<file path="src/rtl/m_store_pkg.sv">
// m_store_pkg: shared encodings, address windows and entry layout
// for the M-stage store buffer.
package m_store_pkg;

    localparam logic [1:0] BE_NONE = 2'b00;
    localparam logic [1:0] BE_SW   = 2'b01;
    localparam logic [1:0] BE_SH   = 2'b10;
    localparam logic [1:0] BE_SB   = 2'b11;

    localparam logic [31:0] DM_END_DEF   = 32'h0000_2fff;
    localparam logic [31:0] TC1_BASE_DEF = 32'h0000_7f00;
    localparam logic [31:0] TC2_BASE_DEF = 32'h0000_7f10;
    localparam logic [31:0] TC_SIZE      = 32'd12;
    localparam logic [31:0] TC_CNT_OFF   = 32'd8;

    typedef struct packed {
        logic        valid;
        logic [29:0] waddr;
        logic [3:0]  byteen;
        logic [31:0] data;
    } sb_entry_t;

endpackage

</file>
<file path="src/rtl/m_store_check.sv">
// m_store_check: store address exception detection and
// byte-lane / write-data generation, purely combinational.
module m_store_check
    import m_store_pkg::*;
#(
    parameter logic [31:0] DM_END   = DM_END_DEF,
    parameter logic [31:0] TC1_BASE = TC1_BASE_DEF,
    parameter logic [31:0] TC2_BASE = TC2_BASE_DEF
) (
    input  logic        st_valid,
    input  logic [1:0]  st_op,
    input  logic [31:0] st_addr,
    input  logic [31:0] st_data,
    input  logic        st_addr_ov,
    output logic        exc_ades,
    output logic [3:0]  byteen,
    output logic [31:0] wdata,
    output logic        is_timer
);

    logic in_dm;
    logic in_tc1;
    logic in_tc2;
    logic cnt_reg;
    logic align_err;
    logic range_err;
    logic timer_err;

    assign in_dm  = st_addr <= DM_END;
    assign in_tc1 = (st_addr >= TC1_BASE)
                 && (st_addr <= TC1_BASE + TC_SIZE - 32'd1);
    assign in_tc2 = (st_addr >= TC2_BASE)
                 && (st_addr <= TC2_BASE + TC_SIZE - 32'd1);

    // Count registers sit in the last word of each timer window.
    assign cnt_reg = (in_tc1 && st_addr >= TC1_BASE + TC_CNT_OFF)
                  || (in_tc2 && st_addr >= TC2_BASE + TC_CNT_OFF);

    assign is_timer  = in_tc1 || in_tc2;
    assign align_err = (st_op == BE_SW && st_addr[1:0] != 2'b00)
                    || (st_op == BE_SH && st_addr[0]);
    assign range_err = !(in_dm || is_timer);
    assign timer_err = cnt_reg || (is_timer && st_op != BE_SW);

    assign exc_ades = st_valid && st_op != BE_NONE
                   && (align_err || range_err
                       || timer_err || st_addr_ov);

    // Place the store data into its byte lanes; unused lanes are zero.
    always_comb begin
        byteen = 4'b0000;
        wdata  = 32'h0;
        unique case (st_op)
            BE_SW: begin
                byteen = 4'b1111;
                wdata  = st_data;
            end
            BE_SH: begin
                byteen = st_addr[1] ? 4'b1100 : 4'b0011;
                wdata  = st_addr[1] ? {st_data[15:0], 16'h0}
                                    : {16'h0, st_data[15:0]};
            end
            BE_SB: begin
                byteen = 4'b0001 << st_addr[1:0];
                wdata  = {24'h0, st_data[7:0]} << {st_addr[1:0], 3'b000};
            end
            BE_NONE: begin
                byteen = 4'b0000;
                wdata  = 32'h0;
            end
        endcase
    end

endmodule

</file>
<file path="src/rtl/m_store_buffer.sv">
// m_store_buffer: M-stage store FIFO with tail coalescing,
// req/ack drain to the DM/timer bridge and load hazard detection.
module m_store_buffer
    import m_store_pkg::*;
#(
    parameter int          DEPTH       = 4,
    parameter logic [31:0] DM_END      = DM_END_DEF,
    parameter logic [31:0] TC1_BASE    = TC1_BASE_DEF,
    parameter logic [31:0] TC2_BASE    = TC2_BASE_DEF,
    parameter bit          COALESCE_EN = 1'b1,
    localparam int         PW          = $clog2(DEPTH),
    localparam int         CW          = PW + 1
) (
    input  logic          clk,
    input  logic          reset,
    input  logic          st_valid,
    input  logic [1:0]    st_op,
    input  logic [31:0]   st_addr,
    input  logic [31:0]   st_data,
    input  logic          st_addr_ov,
    input  logic          st_kill,
    output logic          st_ready,
    output logic          exc_ades,
    input  logic          ld_valid,
    input  logic [31:0]   ld_addr,
    output logic          ld_hazard,
    output logic          bus_req,
    output logic [31:0]   bus_addr,
    output logic [3:0]    bus_byteen,
    output logic [31:0]   bus_wdata,
    input  logic          bus_ack,
    output logic [CW-1:0] count,
    output logic          empty
);

    sb_entry_t     q [DEPTH];
    logic [PW-1:0] head;
    logic [PW-1:0] tail;
    logic [PW-1:0] tail_last;
    logic [3:0]    st_be;
    logic [31:0]   st_wd;
    logic [31:0]   st_mask;
    logic          st_timer;
    logic          hit;
    logic          push;
    logic          alloc;
    logic          merge;
    logic          pop;
    logic          ld_match;
    logic [1:0]    unused_ld_lsb;

    m_store_check #(
        .DM_END   (DM_END),
        .TC1_BASE (TC1_BASE),
        .TC2_BASE (TC2_BASE)
    ) u_check (
        .st_valid   (st_valid),
        .st_op      (st_op),
        .st_addr    (st_addr),
        .st_data    (st_data),
        .st_addr_ov (st_addr_ov),
        .exc_ades   (exc_ades),
        .byteen     (st_be),
        .wdata      (st_wd),
        .is_timer   (st_timer)
    );

    // The tail entry is the most recently allocated slot.
    assign tail_last = tail - PW'(1);
    assign st_mask   = {{8{st_be[3]}}, {8{st_be[2]}},
                        {8{st_be[1]}}, {8{st_be[0]}}};

    // With a single entry the tail is already on the bus: never merge.
    assign hit = COALESCE_EN
              && count >= CW'(2)
              && q[tail_last].waddr == st_addr[31:2]
              && !st_timer;

    assign st_ready = hit || count < CW'(DEPTH);
    assign push     = st_valid && st_op != BE_NONE
                   && !exc_ades && !st_kill && st_ready;
    assign merge    = push && hit;
    assign alloc    = push && !hit;
    assign pop      = bus_req && bus_ack;

    assign empty      = count == '0;
    assign bus_req    = !empty;
    assign bus_addr   = {q[head].waddr, 2'b00};
    assign bus_byteen = q[head].byteen;
    assign bus_wdata  = q[head].data;

    // FIFO state: allocate at tail, merge into tail entry, pop at head.
    always_ff @(posedge clk) begin
        if (reset) begin
            head  <= '0;
            tail  <= '0;
            count <= '0;
            for (int i = 0; i < DEPTH; i++) begin
                q[i] <= '0;
            end
        end else begin
            if (alloc) begin
                q[tail] <= '{valid: 1'b1, waddr: st_addr[31:2],
                             byteen: st_be, data: st_wd};
                tail    <= tail + PW'(1);
            end
            if (merge) begin
                q[tail_last].byteen <= q[tail_last].byteen | st_be;
                q[tail_last].data   <= (q[tail_last].data & ~st_mask)
                                     | (st_wd & st_mask);
            end
            if (pop) begin
                q[head].valid <= 1'b0;
                head          <= head + PW'(1);
            end
            case ({alloc, pop})
                2'b10:   count <= count + CW'(1);
                2'b01:   count <= count - CW'(1);
                default: count <= count;
            endcase
        end
    end

    // Any valid entry in the load's word means the load must wait.
    always_comb begin
        ld_match = 1'b0;
        for (int i = 0; i < DEPTH; i++) begin
            if (q[i].valid && q[i].waddr == ld_addr[31:2]) begin
                ld_match = 1'b1;
            end
        end
    end

    assign ld_hazard     = ld_valid && ld_match;
    assign unused_ld_lsb = ld_addr[1:0];

endmodule

</file>
<file path="config.mk">
export PLATFORM = sky130hd
export DESIGN_NAME = m_store_buffer
export DESIGN_NICKNAME = d
export VERILOG_FILES = /design/src/rtl/m_store_pkg.sv /design/src/rtl/m_store_check.sv /design/src/rtl/m_store_buffer.sv
export SDC_FILE = /design/constraint.sdc
export NUM_CORES = 1
export LEC_CHECK = 0
export CAP_MARGIN = 20
export CORE_MARGIN = 4
export CORE_UTILIZATION = 30
export CTS_BUF_LIST = sky130_fd_sc_hd__clkbuf_4 sky130_fd_sc_hd__clkbuf_8
export DETAILED_ROUTE_END_ITERATION = 6
export MAX_ROUTING_LAYER = met4
export PLACE_DENSITY = 0.45
export SYNTH_ARGS = -nofsm -noshare
export SYNTH_HDL_FRONTEND = slang
export SYNTH_SLANG_ARGS = --single-unit
</file>
<file path="constraint.sdc">
create_clock -name clk -period 8.9 [get_ports clk]
set_input_delay 1.78 -clock clk [delete_from_list [all_inputs] [get_ports clk]]
set_output_delay 1.78 -clock clk [all_outputs]
set_load 0.01 [all_outputs]
</file>
# [After elaboration in Yosys (flattened, before gate mapping)]
# Memory sizes are Yosys's and may differ from the RTL's. A register that Yosys moved wholly into a read port is not among the register bits.
# Cells that the tools add are included.
[totals] regBits=7 ram_bits=268 output_inout_bits=76 memories=1
[memory_table] memory="q" depth=4 width=67 rd=6 rd_clocked_by_memory_dff=1 write_ports=4 line="m_store_buffer.sv:36" rtl="sb_entry_t q [DEPTH];"
[op_classes] add_sub_neg=5 magnitude_cmp=9 eq_ne=11 shifts=2 muxes=31 bitwise_logic=5 reduce_logical=45
[ops] op="two-way mux 67 bit" count=3
[ops] op="OR reduction 67 bit" count=3
[ops] op="equality test 30 bit" count=5
[ops] op=">= comparator 32 x 15 -> 1 bit (second input constant)" count=4
[ops] op="case mux 32 bit (4 select lines)" count=1
[ops] op="bitwise AND 32 bit" count=2
[ops] op="<= comparator 32 x 15 -> 1 bit (second input constant)" count=2
[ops] op="<= comparator 32 x 14 -> 1 bit (second input constant)" count=1
[ops] op="two-way mux 32 bit" count=1
[ops] op="NOT 32 bit" count=1
[ops] op="bitwise OR 32 bit" count=1
[ops] op="<< shifter 8 x 5 -> 32 bit" count=1
[ops] op="logical AND 1 bit" count=22
[ops] op="two-way mux 1 bit" count=16
[ops] op="case mux 4 bit (4 select lines)" count=1
[ops] op="two-way mux 2 bit" count=7
[ops] op="logical OR 1 bit" count=9
[ops] op="equality test 2 bit (second input constant)" count=3
[ops] op="zero test 1 bit" count=6
[ops] op="case mux 3 bit (2 select lines)" count=1
[ops] op="nonzero test 2 bit" count=3
[ops] op="adder 2 x 1 -> 2 bit (second input constant)" count=2
[ops] op="equality test 2 x 1 -> 1 bit (second input constant)" count=2
[ops] op="two-way mux 4 bit" count=1
[ops] op="10 further kinds" count=10

# [Depth between registers and ports, before layout]
# Gate-level depths: netlist (run 1).
[depth] word_depth=20 mapped_depth=17 ltp_nobuf=12

# [By module]
# From an unflattened synthesis (run 1), not the netlist that was laid out.
[hier_totals] hier_cells=1387 area_unflattened_um2=16849.9
[by_module_without_submodules] module="m_store_buffer" instances=1 cells_per_inst=1281 area_per_inst_um2=16194.3
[by_module_without_submodules] module="m_store_check" instances=1 cells_per_inst=106 area_per_inst_um2=655.6

# [Worst setup path before layout (run 1)]
# OpenSTA, ideal clock, no wires.
[synth_path] path_kind="in2reg" start="in st_addr[26]" end="mem q[3][0] (netlist bit), enable pin" t_arrival_ns=5.736 required_time_ns=8.417 slack_ns=2.681 cell_stages=8 n_path_buf=1 cell_sequence="nor4_1 > nand3_1 > nor4_1 > nor4_1 > and4_1 > buf_2 > mux2i_1 > o31ai_1"
[synth_rtl] item="from (decl)" line="m_store_buffer.sv:18" rtl="input logic [31:0] st_addr,"
[synth_rtl] item="to (decl)" line="m_store_buffer.sv:36"

# [Worst setup path after layout (run 1)]
[layout_path] start="in st_addr[15]" end="out exc_ades"
[layout_via] elab_chain_len=9 elab_cells_between_ends=21
[layout_rtl] item=">= comparator 32 x 15 -> 1 bit, or another cell as far along" line="m_store_check.sv:30" rtl="assign in_tc1 = (st_addr >= TC1_BASE)"
[layout_rtl] item="logical AND 1 bit (on tied branches)" line="m_store_check.sv:31, m_store_check.sv:33"
[layout_rtl] item="logical OR 1 bit" line="m_store_check.sv:39" rtl="assign is_timer = in_tc1 || in_tc2;"
[layout_rtl] item="logical OR 1 bit" line="m_store_check.sv:42" rtl="assign range_err = !(in_dm || is_timer);"
[layout_rtl] item="zero test 1 bit" line="m_store_check.sv:42"
[layout_rtl] item="logical OR 1 bit" line="m_store_check.sv:46" rtl="&& (align_err || range_err"
[layout_rtl] item="logical OR 1 bit (*) (2 in a row)" line="m_store_check.sv:47" rtl="|| timer_err || st_addr_ov);"
[layout_rtl] item="logical AND 1 bit (*)" line="m_store_check.sv:46"
[layout_rtl] item="to (decl)" line="m_store_buffer.sv:23" rtl="output logic exc_ades,"
# Every way passes the cells marked *; elsewhere a longest branch is shown, timed or not.

==> results.rst, run 1 <==
.. list-table::
   :header-rows: 1

   * - Metric
     - Value
   * - Portion of total power attributed to sequential cells
     - 47.7%
   * - Metal3 WL
     - ~3600 um
   * - DRC violations left
     - 0
   * - Total CTS buffers
     - between 50 and 60
   * - Average wire per cell in the routed design
     - ~28 um
   * - Final Skew
     - around 27 ps
   * - Final instance count without filler cells
     - 2160
   * - Combinational share of power
     - about 11%
   * - Filler cells
     - slightly above 5k
   * - Number of cells upsized or downsized after cts
     - 0
   * - Worst setup path startpoint
     - st_addr[15]
   * - Critical Path Sink Type
     - primary output
   * - Register-to-register path setup slack
     - roughly 3000 ps
   * - HPWL after detailed placement
     - approximately 39000 um
   * - Total number of placement rows
     - 84
   * - Reg-to-reg endpoint
     - q[3][24]$_DFFE_PP_
   * - Worst R2R Start
     - tail[0]$_SDFFE_PP0P_
   * - Per-instance average area after synthesis
     - between 10 and 15 sq um
   * - Fraction of layout cells with a size suffix above 1
     - 17.7%
   * - Wire length after detailed routing
     - a little under 60000 um
   * - Power density relative to cell area
     - between 150 and 200 mW/mm^2
   * - Unrepaired setup endpoints after global routing
     - no
   * - Die footprint
     - 0.0577 sq mm
   * - Net switching power
     - between 800 and 900 uW
   * - TritonCTS clock tree
     - built
   * - Peak supply drop
     - roughly 0.095 mV
   * - Core footprint
     - 0.0530 sq mm
   * - Number of flops mapped to enable cells by yosys
     - roughly 260
   * - Depth of the most critical reg-to-reg path
     - 9
   * - GR Util All Layers
     - 21.0%
   * - Internal
     - about 2400 uW
   * - Crit path arrival time
     - 5030 ps
   * - Worst Tran Pin Value
     - between 1000 and 1500 ps
   * - Initial core utilization
     - between 30 and 40%
   * - Number of maximum-capacitance violations
     - 0
   * - Fraction of the cycle the final worst path needs
     - between 70% and 80%
   * - Synth async-reset ratio
     - 0%
   * - DR top layer
     - met4
   * - Leakage
     - 0.00634 uW
   * - Vias in the first global route
     - roughly 12k
   * - Number of flip-flops and latches in the synthesized netlist
     - 277
   * - Most frequently used flop master after synthesis
     - sky130_fd_sc_hd__edfxtp_1
   * - Post-route met1 wirelength
     - 26600 um
   * - Total instance count after detailed placement
     - 2060
   * - Detail Route Antenna Nets
     - 0
   * - Buffers on Ports
     - about 180
   * - Worst setup path endpoint
     - exc_ades
   * - Number of antenna violations at the first check in global routing
     - 1
   * - Switching power share of the total
     - around 26%
   * - Grt total ovfl
     - 0
   * - Count of H-tree levels built during CTS
     - 2
   * - Detailed-routing iteration count for the pre-antenna-repair pass
     - 5
   * - Count of routing violations after the opening detailed-route iteration
     - 1215
   * - I/O pin count
     - around 180
   * - Die boundary height
     - 240 um
   * - Number of failing hold endpoints at the final stage
     - 0
   * - CTS Hold Buffers Added
     - 0
   * - Largest net degree at the start of global routing
     - 55
   * - Wire length of the first global-routing pass
     - approximately 86000 um
   * - Buffer type at the clock tree root
     - sky130_fd_sc_hd__clkbuf_8
   * - Area added between synthesis and finish
     - 23.7%
   * - Outcome
     - completed
   * - Distinct cells, synth
     - 58
   * - Required time of the worst setup path
     - between 7000 and 8000 ps
   * - Count of final setup violators
     - 0
   * - Postcts setup bufs
     - 0
   * - Die X
     - 240 um
   * - Min Tclk post-route
     - just under 7000 ps
   * - Worst slew margin
     - roughly 29%
   * - Part of the total power dissipated in the clock network
     - between 40% and 50%
   * - Aggregate negative setup slack
     - 0 ps
   * - Detailed-routed wire length on met2
     - around 28000 um
   * - Clock-pin slew of the registers on the worst-case setup and hold paths
     - 50 ps
   * - Post-synth design cell area
     - approximately 0.016 sq mm
   * - Post-layout net count
     - 1540
   * - Post-synthesis cell count
     - roughly 1.2k
   * - Crit path kind
     - in -> out
   * - Synthesis warning total
     - 0
   * - # clock sinks
     - approximately 280
   * - Highest-count cells in the layout ignoring fill and taps
     - 264 x sky130_fd_sc_hd__edfxtp_1, 176 x sky130_fd_sc_hd__clkdlybuf4s50_1, 130 x sky130_fd_sc_hd__mux4_2
   * - Largest driver fanout on the critical path
     - 3
   * - Portion of the post-synthesis area used by sequential elements
     - about 50%
   * - Setup crit start kind
     - input pin
   * - Via/cell ratio
     - approximately 5.5
   * - Count of vias placed by the detailed router
     - ~12k
   * - Insertion delay of the later-clocked pin in the worst-skew pair
     - roughly 640 ps
   * - Placer congestion estimate
     - a little under 0.9
   * - Final Max Tran Viols
     - 0
   * - Upper clock frequency limit
     - around 0.15 GHz
   * - Largest buffer count on any clock path
     - 3
   * - Most common cell after layout, fill and taps aside
     - sky130_fd_sc_hd__edfxtp_1
   * - Path class of the lowest-slack min-delay path
     - reg -> reg
[worst max-delay path: stages]
cell and delay [ps]:
sky130_fd_sc_hd__clkdlybuf4s50_1 570, sky130_fd_sc_hd__nor3_1 750, sky130_fd_sc_hd__nand4_1 300, sky130_fd_sc_hd__a2111o_1 510
sky130_fd_sc_hd__o211ai_1 240, sky130_fd_sc_hd__and3b_1 300, sky130_fd_sc_hd__clkdlybuf4s50_1 570
[cells by family (layout without fill, tap and decap cells)]
group | Yosys count | count (layout) | share of synthesized area, %
compound gates | 210 | 210 | 9.17
xor+xnor | 148 | 148 | 8.02
fa+ha+maj | 6 | 6 | 0.511
buf+inv | 134 | 332 | 3.48
flops | 277 | 277 | 50.7
mux | 138 | 138 | 18.6
other cells | 1 | 71 | 0.0232
simple gates | 290 | 290 | 9.51
[cell usage after synthesis, drive strengths merged (2+ instances only)]
library cell	n	area, sq um
a211oi	55	413
a21boi	5	37.5
a21o	4	30.0
a21oi	36	180
a221oi	2	17.5
a222oi	8	80.1
a22oi	41	308
a2bb2oi	6	52.6
a31oi	2	12.5
a32oi	3	26.3
a41oi	2	17.5
and2	3	18.8
and4	2	17.5
buf	46	233
clkbuf	54	203
dfxtp	13	260
edfxtp	264	7930
ha	5	62.6
inv	33	124
mux2i	8	83.8
mux4	130	2930
nand2	45	169
nand2b	12	75.1
nand3	31	155
nand4	31	194
nor2	50	188
nor2b	13	81.3
nor3	30	150
nor4	64	407
o211ai	18	135
o21ai	20	100
xnor2	99	867
xor2	49	429
[registers in the layout (all words and copies together), names as in the netlist, named ones only]
name	count
head	2
tail	2
q	268
count	3
[power by group through the flow]
stage / Combinational [uW] / Clock [uW] / Sequential [uW]
finish: 369 / 1320 / 1540
global route: 389 / 1420 / 1550
CTS: 371 / 1360 / 1540
detailed placement: 368 / 0 / 1570
global placement: 371 / 0 / 1560
floorplan: 181 / 0 / 1550
[worst min-delay path by stage]
| stage | from | end | slack, ps | cells after the start |
|---|---|---|---|---|
| 2_1_floorplan | q[3][66]$_SDFFE_PP0P_ | q[3][66]$_SDFFE_PP0P_ | 440 | 2 |
| 3_3_place_gp | q[3][66]$_SDFFE_PP0P_ | q[3][66]$_SDFFE_PP0P_ | 510 | 2 |
| 3_5_place_dp | q[3][66]$_SDFFE_PP0P_ | q[3][66]$_SDFFE_PP0P_ | 520 | 2 |
| 4_1_cts | q[3][66]$_SDFFE_PP0P_ | q[3][66]$_SDFFE_PP0P_ | 530 | 2 |
| 5_1_grt | q[3][66]$_SDFFE_PP0P_ | q[3][66]$_SDFFE_PP0P_ | 560 | 2 |
| 6_report | q[3][66]$_SDFFE_PP0P_ | q[3][66]$_SDFFE_PP0P_ | 540 | 2 |
[final cells by class]
cell class              instances  area, sq um  area share, %
multi-input cells             862         7750           38.8
clock inverters                15          103          0.513
clock buffers                  83          998           4.99
flip-flops and latches        277         8200           41.0
well taps                     688          861           4.31
inverters                      34          128          0.638
diodes                          1         2.50         0.0125
repair buffers                200         1940           9.71
[stage by stage]
stage	cell area [sq um]	total power (uW)	worst slack, ps	util [%]	hold WS, ps
6_report	20000	3230	2090	37.7	540
5_1_grt	20000	3360	1990	37.7	561
4_1_cts	20000	3270	2170	37.7	533
3_5_place_dp	18900	1930	2190	35.6	515
3_3_place_gp	18900	1930	2180	35.6	513
2_1_floorplan	16400	1730	2680	-	439
[routing by layer]
layer / up-vias / GRT usage, %
li1: 5245 / -
met1: 6151 / 29.1
met2: 481 / 33.0
met3: 70 / 3.18
met4: 0 / 4.79
met5: - / -
Power figures use the tool's default switching activity.
==> run 2, diff against run 1 <==
--- a/config.mk
+++ b/config.mk
@@ -11,7 +11,7 @@
 export CTS_BUF_LIST = sky130_fd_sc_hd__clkbuf_4 sky130_fd_sc_hd__clkbuf_8
 export DETAILED_ROUTE_END_ITERATION = 6
 export MAX_ROUTING_LAYER = met4
-export PLACE_DENSITY = 0.45
+export PLACE_DENSITY = 0.47
 export SYNTH_ARGS = -nofsm -noshare
 export SYNTH_HDL_FRONTEND = slang
 export SYNTH_SLANG_ARGS = --single-unit
==> constraint.sdc (replaced) <==
create_clock -name clk -period 5.4 [get_ports clk]
set_input_delay 1.08 -clock clk [delete_from_list [all_inputs] [get_ports clk]]
set_output_delay 1.08 -clock clk [all_outputs]
set_load 0.01 [all_outputs]
==> run 2 against run 1 <==
Net effect: the run now ends with DRC left; global-route usage hardly changed; worst hold slack got worse by 34 ps; total power increased by 63%; clock skew fell by 5.7 ps; die area unchanged; flip-flop and latch count did not move; non-clock buffer count increased by 21; largest cell class unchanged.
==> results.rst, run 2 (synthesis gave the netlist of run 1 again) <==
.. list-table::
   :header-rows: 1

   * - Metric
     - Value
   * - GR Util met1
     - 28.2% (-0.89 points)
   * - Most common cell after layout, fill and taps aside
     - sky130_fd_sc_hd__edfxtp_1
   * - Number of failing hold endpoints at the final stage
     - 0 (unchanged)
   * - Part of the total power dissipated in the clock network
     - 40.0% (-0.9 points)
   * - Worst R2R Start
     - tail[0]$_SDFFE_PP0P_
   * - Buffers on Ports
     - 176 (unchanged)
   * - Combinational share of power
     - 11.8% (+0.4 points)
   * - Number of antenna violations at the first check in global routing
     - 1 (unchanged)
   * - Final Max Tran Viols
     - 0 (unchanged)
   * - Terminating pin of the worst hold path
     - q[3][66]$_SDFFE_PP0P_
   * - Number of maximum-capacitance violations
     - 0 (unchanged)
   * - Count of H-tree levels built during CTS
     - 2 (unchanged)
   * - Failing checks
     - DRC
   * - Total number of placement rows
     - 84 (unchanged)
   * - Via/cell ratio
     - 5.54 (+0.11%)
   * - Fraction of layout cells with a size suffix above 1
     - 18.4% (+0.66 points)
   * - Crit path arrival time
     - 4040 ps (-990 ps)
   * - Detailed-routing iteration count for the pre-antenna-repair pass
     - 7 (+2)
   * - Worst Tran Pin Value
     - 970 ps (-91.1 ps)
   * - GR Util All Layers
     - 21.1% (+0.049 points)
   * - Setup crit start kind
     - input pin
   * - Detail Route Antenna Nets
     - 0 (unchanged)
   * - Worst slew margin
     - 35.3% (+6.1 points)
   * - Insertion delay of the later-clocked pin in the worst-skew pair
     - 650 ps (about the same)
   * - Highest-count cells in the layout ignoring fill and taps
     - 264 x sky130_fd_sc_hd__edfxtp_1, 176 x sky130_fd_sc_hd__clkdlybuf4s50_1, 130 x sky130_fd_sc_hd__mux4_2
   * - Depth of the most critical reg-to-reg path
     - 9 (unchanged)
   * - Count of final setup violators
     - 0 (unchanged)
   * - Die boundary height
     - 240 um (unchanged)
   * - Met3 track demand over resource in global routing
     - 3.27% (+0.092 points)
   * - Total instance count after detailed placement
     - 2080 (+0.97%)
   * - Aggregate negative setup slack
     - 0 ps (unchanged)
   * - Power density relative to cell area
     - 261 mW/mm^2 (+61%)
   * - # clock sinks
     - 277 (unchanged)
   * - Switching power share of the total
     - 26.2% (+0.55 points)
   * - Critical path cell sequence
     - clkdlybuf4s50_1 > nor4_1 > nand4_1 > a2111o_1 > o211ai_1 > and3b_1 > clkdlybuf4s50_1
   * - Core footprint
     - 0.0530 sq mm (unchanged)
   * - Sequential cell area
     - 0.00820 sq mm (unchanged)
   * - Total CTS buffers
     - 53 (-1.9%)
   * - Peak supply drop
     - 0.183 mV (+93%)
   * - Portion of total power attributed to sequential cells
     - 48.2% (+0.5 points)
   * - Total power after layout
     - 5270 uW (+63%)
   * - CTS Hold Buffers Added
     - 0 (unchanged)
   * - Unrepaired setup endpoints after global routing
     - no
   * - Number of flip-flops under the largest register name
     - 268 (unchanged)
   * - Die X
     - 240 um (unchanged)
   * - Reg-to-reg endpoint
     - q[3][23]$_DFFE_PP_
   * - CP max stage delay
     - 640 ps (-110 ps)
   * - Initial core utilization
     - 30.5% (unchanged)
   * - Net switching power
     - 1380 uW (+67%)
   * - Grt total ovfl
     - 0 (unchanged)
   * - Slowest CP cell
     - sky130_fd_sc_hd__nor4_1
   * - Crit path kind
     - in -> out
   * - Leakage
     - 0.00644 uW (+1.6%)
   * - Clock-pin slew of the registers on the worst-case setup and hold paths
     - 60 ps (about the same)
   * - Internal
     - 3890 uW (+62%)
   * - Post-layout net count
     - 1560 (+1.3%)
   * - Largest net degree at the start of global routing
     - 99 (+80%)
   * - Buffer type at the clock tree root
     - sky130_fd_sc_hd__clkbuf_8
   * - Required time of the worst setup path
     - 4320 ps (-2800 ps)
   * - Placer congestion estimate
     - 0.957 (+8.1%)
   * - Most Crowded Layer GR
     - met2
   * - Postcts setup bufs
     - 0 (unchanged)
   * - Count of vias placed by the detailed router
     - 12.1k (+1.2%)
   * - DRC violations left
     - 1 (+1)
   * - TritonCTS clock tree
     - built
   * - Register containing the most flip-flops in the final layout
     - q
   * - Final Skew
     - 21.3 ps (-5.75 ps)
   * - Wire length after detailed routing
     - 60300 um (+1.0%)
   * - Path class of the lowest-slack min-delay path
     - reg -> reg
   * - Outcome
     - finished, violations left
   * - Wire length of the first global-routing pass
     - 86700 um (+0.47%)
   * - Leading registers by flop count
     - q (268), count (3)
   * - Critical Path Sink Type
     - primary output
   * - Final instance count without filler cells
     - 2183 (+1.1%)
   * - Most Frequent Cell on Critical Path
     - sky130_fd_sc_hd__clkdlybuf4s50_1
   * - Beginning of the worst hold path
     - q[3][66]$_SDFFE_PP0P_
   * - Largest driver fanout on the critical path
     - 5 (+2)
   * - Count of routing violations after the opening detailed-route iteration
     - 1077 (-11%)
   * - HPWL after detailed placement
     - 40200 um (+1.9%)
   * - Number of cells upsized or downsized after cts
     - 0 (unchanged)
   * - Average wire per cell in the routed design
     - 27.6 um (about the same)
   * - Register-to-register path setup slack
     - 1120 ps (-1860 ps)
   * - I/O pin count
     - 181 (unchanged)
   * - Fraction of the cycle the final worst path needs
     - between 90% and 100%
   * - Area added between synthesis and finish
     - 25.0%
   * - Final Util
     - 38.2% (+0.42 points)
   * - Upper clock frequency limit
     - approximately 0.2 GHz
   * - Die footprint
     - 0.0577 sq mm (unchanged)
   * - Min Tclk post-route
     - around 5100 ps
   * - Filler cells
     - 5157 (-0.12%)
   * - Vias in the first global route
     - 12.3k (+0.12%)
   * - Largest buffer count on any clock path
     - 3 (unchanged)
   * - GR Util met2
     - 33.9% (+0.90 points)
   * - Area of the multi-input gates
     - 0.00774 sq mm (-0.13%)
   * - Number of cells on the worst hold path
     - 2 (unchanged)
==> run 2: cell count changes in the layout (fill, tap and decap cells not counted) <==
cell / delta
sky130_fd_sc_hd__buf_4: +11
sky130_fd_sc_hd__buf_12: +10
sky130_fd_sc_hd__clkinv_1: +9
sky130_fd_sc_hd__clkbuf_4: -8
sky130_fd_sc_hd__clkinv_2: +6
sky130_fd_sc_hd__clkbuf_8: -5
sky130_fd_sc_hd__nand2_2: +2
sky130_fd_sc_hd__nand2_4: -2
sky130_fd_sc_hd__bufinv_16: +1
sky130_fd_sc_hd__clkinv_8: -1
==> run 2: through the flow <==
stage / worst slack, ps / instance area, sq um / hold slack (ps)
3_3_place_gp: 385 / 19100 / 491
3_5_place_dp: 334 / 19100 / 491
6_report: 278 / 20200 / 506
4_1_cts: 93.7 / 20200 / 504
5_1_grt: 171 / 20200 / 534
2_1_floorplan: 711 / 16400 / 439
==> run 2: per-layer routing <==
layer / part of all wire [%] / vias to the layer above / routed length, um
li1: - / 5294 / -
met1: 43 / 6202 / 26200
met3: 6.5 / 70 / 3900
met4: 2.0 / 0 / 1200
met2: 48 / 521 / 29000
met5: 0 / - / 0
==> run 2: critical path: cells and delay by family <==
family / cells / cell delay, ps
AND/OR/NAND/NOR: 3 / 1220
AO/OA/AOI/OAI: 2 / 660
buffers and inverters: 2 / 1080
==> run 2: worst max path at each step <==
stage | slack [ps] | depth (start not counted) | to | start
floorplan | 710 | 8 | q[2][0]$_SDFFCE_PN0P_ | st_op[1]
global placement | 390 | 7 | exc_ades | st_addr[26]
detailed placement | 330 | 7 | exc_ades | st_addr[26]
CTS | 90 | 8 | st_ready | tail[0]$_SDFFE_PP0P_
global route | 170 | 7 | exc_ades | st_addr[26]
finish | 280 | 7 | exc_ades | st_addr[26]
==> run 2: area by class of cell <==
cell class / count / area share [%]
antenna: 1 / 0.0124
clock buffer: 70 / 4.30
clock inverter: 30 / 0.891
inverter: 34 / 0.631
multi-input combinational: 862 / 38.3
sequential: 277 / 40.6
tap: 688 / 4.26
timing repair buffer: 221 / 11.0
==> run 2: power groups by stage <==
stage	logic, uW	registers (uW)	clock network (uW)
after floorplan	299	2560	0
after global placement	626	2580	0
after detailed placement	622	2580	0
after CTS	627	2540	2160
after global routing	654	2550	2260
final	623	2540	2110
==> run 3, diff against run 2 <==
--- a/config.mk
+++ b/config.mk
@@ -10,7 +10,6 @@
 export CORE_UTILIZATION = 30
 export CTS_BUF_LIST = sky130_fd_sc_hd__clkbuf_4 sky130_fd_sc_hd__clkbuf_8
 export DETAILED_ROUTE_END_ITERATION = 6
-export MAX_ROUTING_LAYER = met4
 export PLACE_DENSITY = 0.47
 export SYNTH_ARGS = -nofsm -noshare
 export SYNTH_HDL_FRONTEND = slang
==> run 3 against run 2 <==
Net effect: the flow now finishes without violations; cell area is essentially flat; highest routed layer is now met5; clock-buffer cell count is the same; critical endpoint unchanged; first-iteration DRC count shrank 13%; critical path depth is the same; total power grew 0.12%.
==> results.rst, run 3 (synthesis gave the netlist of run 1 again) <==
.. list-table::
   :header-rows: 1

   * - Metric
     - Value
   * - Final Skew
     - 18.3 ps (-3.01 ps)
   * - Worst R2R Start
     - tail[0]$_SDFFE_PP0P_
   * - Vias in the first global route
     - 12.3k (+0.47%)
   * - Largest buffer count on any clock path
     - 3 (unchanged)
   * - Placer congestion estimate
     - 0.939 (-1.9%)
   * - Crit path kind
     - in -> out
   * - Buffers on Ports
     - 176 (unchanged)
   * - Insertion delay of the later-clocked pin in the worst-skew pair
     - 640 ps (about the same)
   * - Critical Path Sink Type
     - primary output
   * - Total CTS buffers
     - 53 (unchanged)
   * - DRC violations left
     - 0 (-1)
   * - Upper clock frequency limit
     - 0.197 GHz (+0.95%)
   * - Leading registers by flop count
     - q (268), count (3)
   * - Fraction of the cycle the final worst path needs
     - 94.0% (-0.89 points)
   * - Total power after layout
     - 5280 uW (+0.12%)
   * - Core footprint
     - 0.0530 sq mm (unchanged)
   * - Die footprint
     - 0.0577 sq mm (unchanged)
   * - Clock-pin slew of the registers on the worst-case setup and hold paths
     - 60 ps (about the same)
   * - Worst setup path startpoint
     - st_addr[26]
   * - Count of final setup violators
     - 0 (unchanged)
   * - Average wire per cell in the routed design
     - 27.6 um (-0.17%)
   * - Number of cells on the worst hold path
     - 2 (unchanged)
   * - Fraction of layout cells with a size suffix above 1
     - 18.4% (unchanged)
   * - Detail Route Antenna Nets
     - 0 (unchanged)
   * - Diode insertion count for antenna repair
     - 0 (-1)
   * - CP max stage delay
     - 610 ps (-30 ps)
   * - Count of vias placed by the detailed router
     - 12.0k (-0.41%)
   * - Count of routing violations after the opening detailed-route iteration
     - 938 (-13%)
   * - Reg-to-reg endpoint
     - q[3][23]$_DFFE_PP_
   * - Unrepaired setup endpoints after global routing
     - no
   * - Beginning of the worst hold path
     - q[3][66]$_SDFFE_PP0P_
   * - Post-Route Hold Slack
     - 497 ps (-8.68 ps)
   * - Wire length after detailed routing
     - 60200 um (-0.21%)
   * - Slowest CP cell
     - sky130_fd_sc_hd__nor4_1
   * - TritonCTS clock tree
     - built
   * - HPWL after detailed placement
     - 40200 um (unchanged)
   * - Most Frequent Cell on Critical Path
     - sky130_fd_sc_hd__clkdlybuf4s50_1
   * - Peak supply drop
     - 0.183 mV (about the same)
   * - Total number of placement rows
     - 84 (unchanged)
   * - Power density relative to cell area
     - 261 mW/mm^2 (+0.13%)
   * - Final instance count without filler cells
     - 2182 (-0.046%)
   * - Initial core utilization
     - 30.5% (unchanged)
   * - Path class of the lowest-slack min-delay path
     - reg -> reg
   * - Crit path arrival time
     - 3990 ps (-50 ps)
   * - Count of H-tree levels built during CTS
     - 2 (unchanged)
   * - Largest net degree at the start of global routing
     - 99 (unchanged)
   * - Number of antenna violations at the first check in global routing
     - 1 (unchanged)
   * - Number of failing hold endpoints at the final stage
     - 0 (unchanged)
   * - Number of cells upsized or downsized after cts
     - 0 (unchanged)
   * - Detailed-routing iteration count for the pre-antenna-repair pass
     - 5 (-2)
   * - Largest driver fanout on the critical path
     - 5 (unchanged)
   * - # clock sinks
     - 277 (unchanged)
   * - Worst slew margin
     - 37.1% (+1.8 points)
   * - Aggregate negative setup slack
     - 0 ps (unchanged)
   * - I/O pin count
     - 181 (unchanged)
   * - Wire length of the first global-routing pass
     - 86600 um (about the same)
   * - Buffer type at the clock tree root
     - sky130_fd_sc_hd__clkbuf_8
   * - Register containing the most flip-flops in the final layout
     - q
   * - Final Util
     - 38.2% (about the same)
   * - Outcome
     - completed
   * - Critical path cell sequence
     - clkdlybuf4s50_1 > nor4_1 > nand4_1 > a2111o_1 > o211ai_1 > and3b_1 > clkdlybuf4s50_1
   * - Die X
     - 240 um (unchanged)
   * - Worst Tran Pin Value
     - 943 ps (-26.7 ps)
   * - Leakage
     - 0.00644 uW (about the same)
   * - Area added between synthesis and finish
     - 25.0% (about the same)
   * - Number of maximum-capacitance violations
     - 0 (unchanged)
   * - Number of flip-flops under the largest register name
     - 268 (unchanged)
   * - GR Util All Layers
     - 20.4% (-0.63 points)
   * - Setup crit start kind
     - input pin
   * - Total instance count after detailed placement
     - 2080 (unchanged)
   * - Via/cell ratio
     - 5.52 (-0.36%)
   * - Register-to-register path setup slack
     - 1150 ps (+30 ps)
   * - Die boundary height
     - 240 um (unchanged)
   * - Grt total ovfl
     - 0 (unchanged)
   * - Terminating pin of the worst hold path
     - q[3][66]$_SDFFE_PP0P_
   * - Post-layout net count
     - 1560 (unchanged)
   * - Most common cell after layout, fill and taps aside
     - sky130_fd_sc_hd__edfxtp_1
   * - Depth of the most critical reg-to-reg path
     - 9 (unchanged)
   * - Highest-count cells in the layout ignoring fill and taps
     - 264 x sky130_fd_sc_hd__edfxtp_1, 176 x sky130_fd_sc_hd__clkdlybuf4s50_1, 130 x sky130_fd_sc_hd__mux4_2
   * - CTS Hold Buffers Added
     - 0 (unchanged)
   * - Required time of the worst setup path
     - 4320 ps (about the same)
   * - Min Tclk post-route
     - 5070 ps (-48.1 ps)
   * - Final Max Tran Viols
     - 0 (unchanged)
==> run 3: cell types whose count changed in the layout (fill, tap and decap cells not counted), sizes merged <==
| cell | change |
|---|---|
| diode | -1 |
==> run 3: repair_timing <==
action,in CTS,in global routing
setup endpoints to repair,0,1
endpoints found under the hold margin,0,0
setup buffers,0,2
==> run 3: how the worst max path moves through the flow <==
stage / endpoint / depth (start not counted) / slack (ps)
after global placement: exc_ades / 7 / 390
after detailed placement: exc_ades / 7 / 330
after floorplan: q[2][0]$_SDFFCE_PN0P_ / 8 / 710
after global routing: exc_ades / 7 / 170
final: exc_ades / 7 / 330
after CTS: st_ready / 8 / 90
==> run 3: cell type report <==
type / instances / area (sq um)
tap: 688 / 861
inverter: 34 / 128
multi-input combinational: 862 / 7740
fill: 5157 / 32800
timing repair buffer: 221 / 2220
sequential: 277 / 8200
clock inverter: 30 / 180
clock buffer: 70 / 870
==> run 3: critical path: cells and delay by family <==
family / cells / cell delay, ps
AND/OR/NAND/NOR: 3 / 1170
buffers and inverters: 2 / 1090
AO/OA/AOI/OAI: 2 / 650
==> run 3: metal layers <==
metal / up-vias / wire length (um) / global-route usage, %
met5: - / 13 / 0
met4: 2 / 1330 / 5.54
met3: 76 / 4030 / 3.84
met2: 493 / 29100 / 34.0
met1: 6171 / 25700 / 27.6
li1: 5296 / - / -
==> run 3: power by group <==
part / internal (uW) / leakage, uW / total [uW] / switching (uW)
Clock: 1140 / 0.000556 / 2110 / 971
Sequential: 2460 / 0.00271 / 2540 / 79.1
Combinational: 285 / 0.00317 / 623 / 338
Total: 3890 / 0.00644 / 5280 / 1390
==> run 3: metrics by stage <==
stage | area [sq um] | setup WS (ps)
3_5_place_dp | 19100 | 334
2_1_floorplan | 16400 | 711
5_1_grt | 20200 | 171
3_3_place_gp | 19100 | 385
6_report | 20200 | 326
4_1_cts | 20200 | 93.7
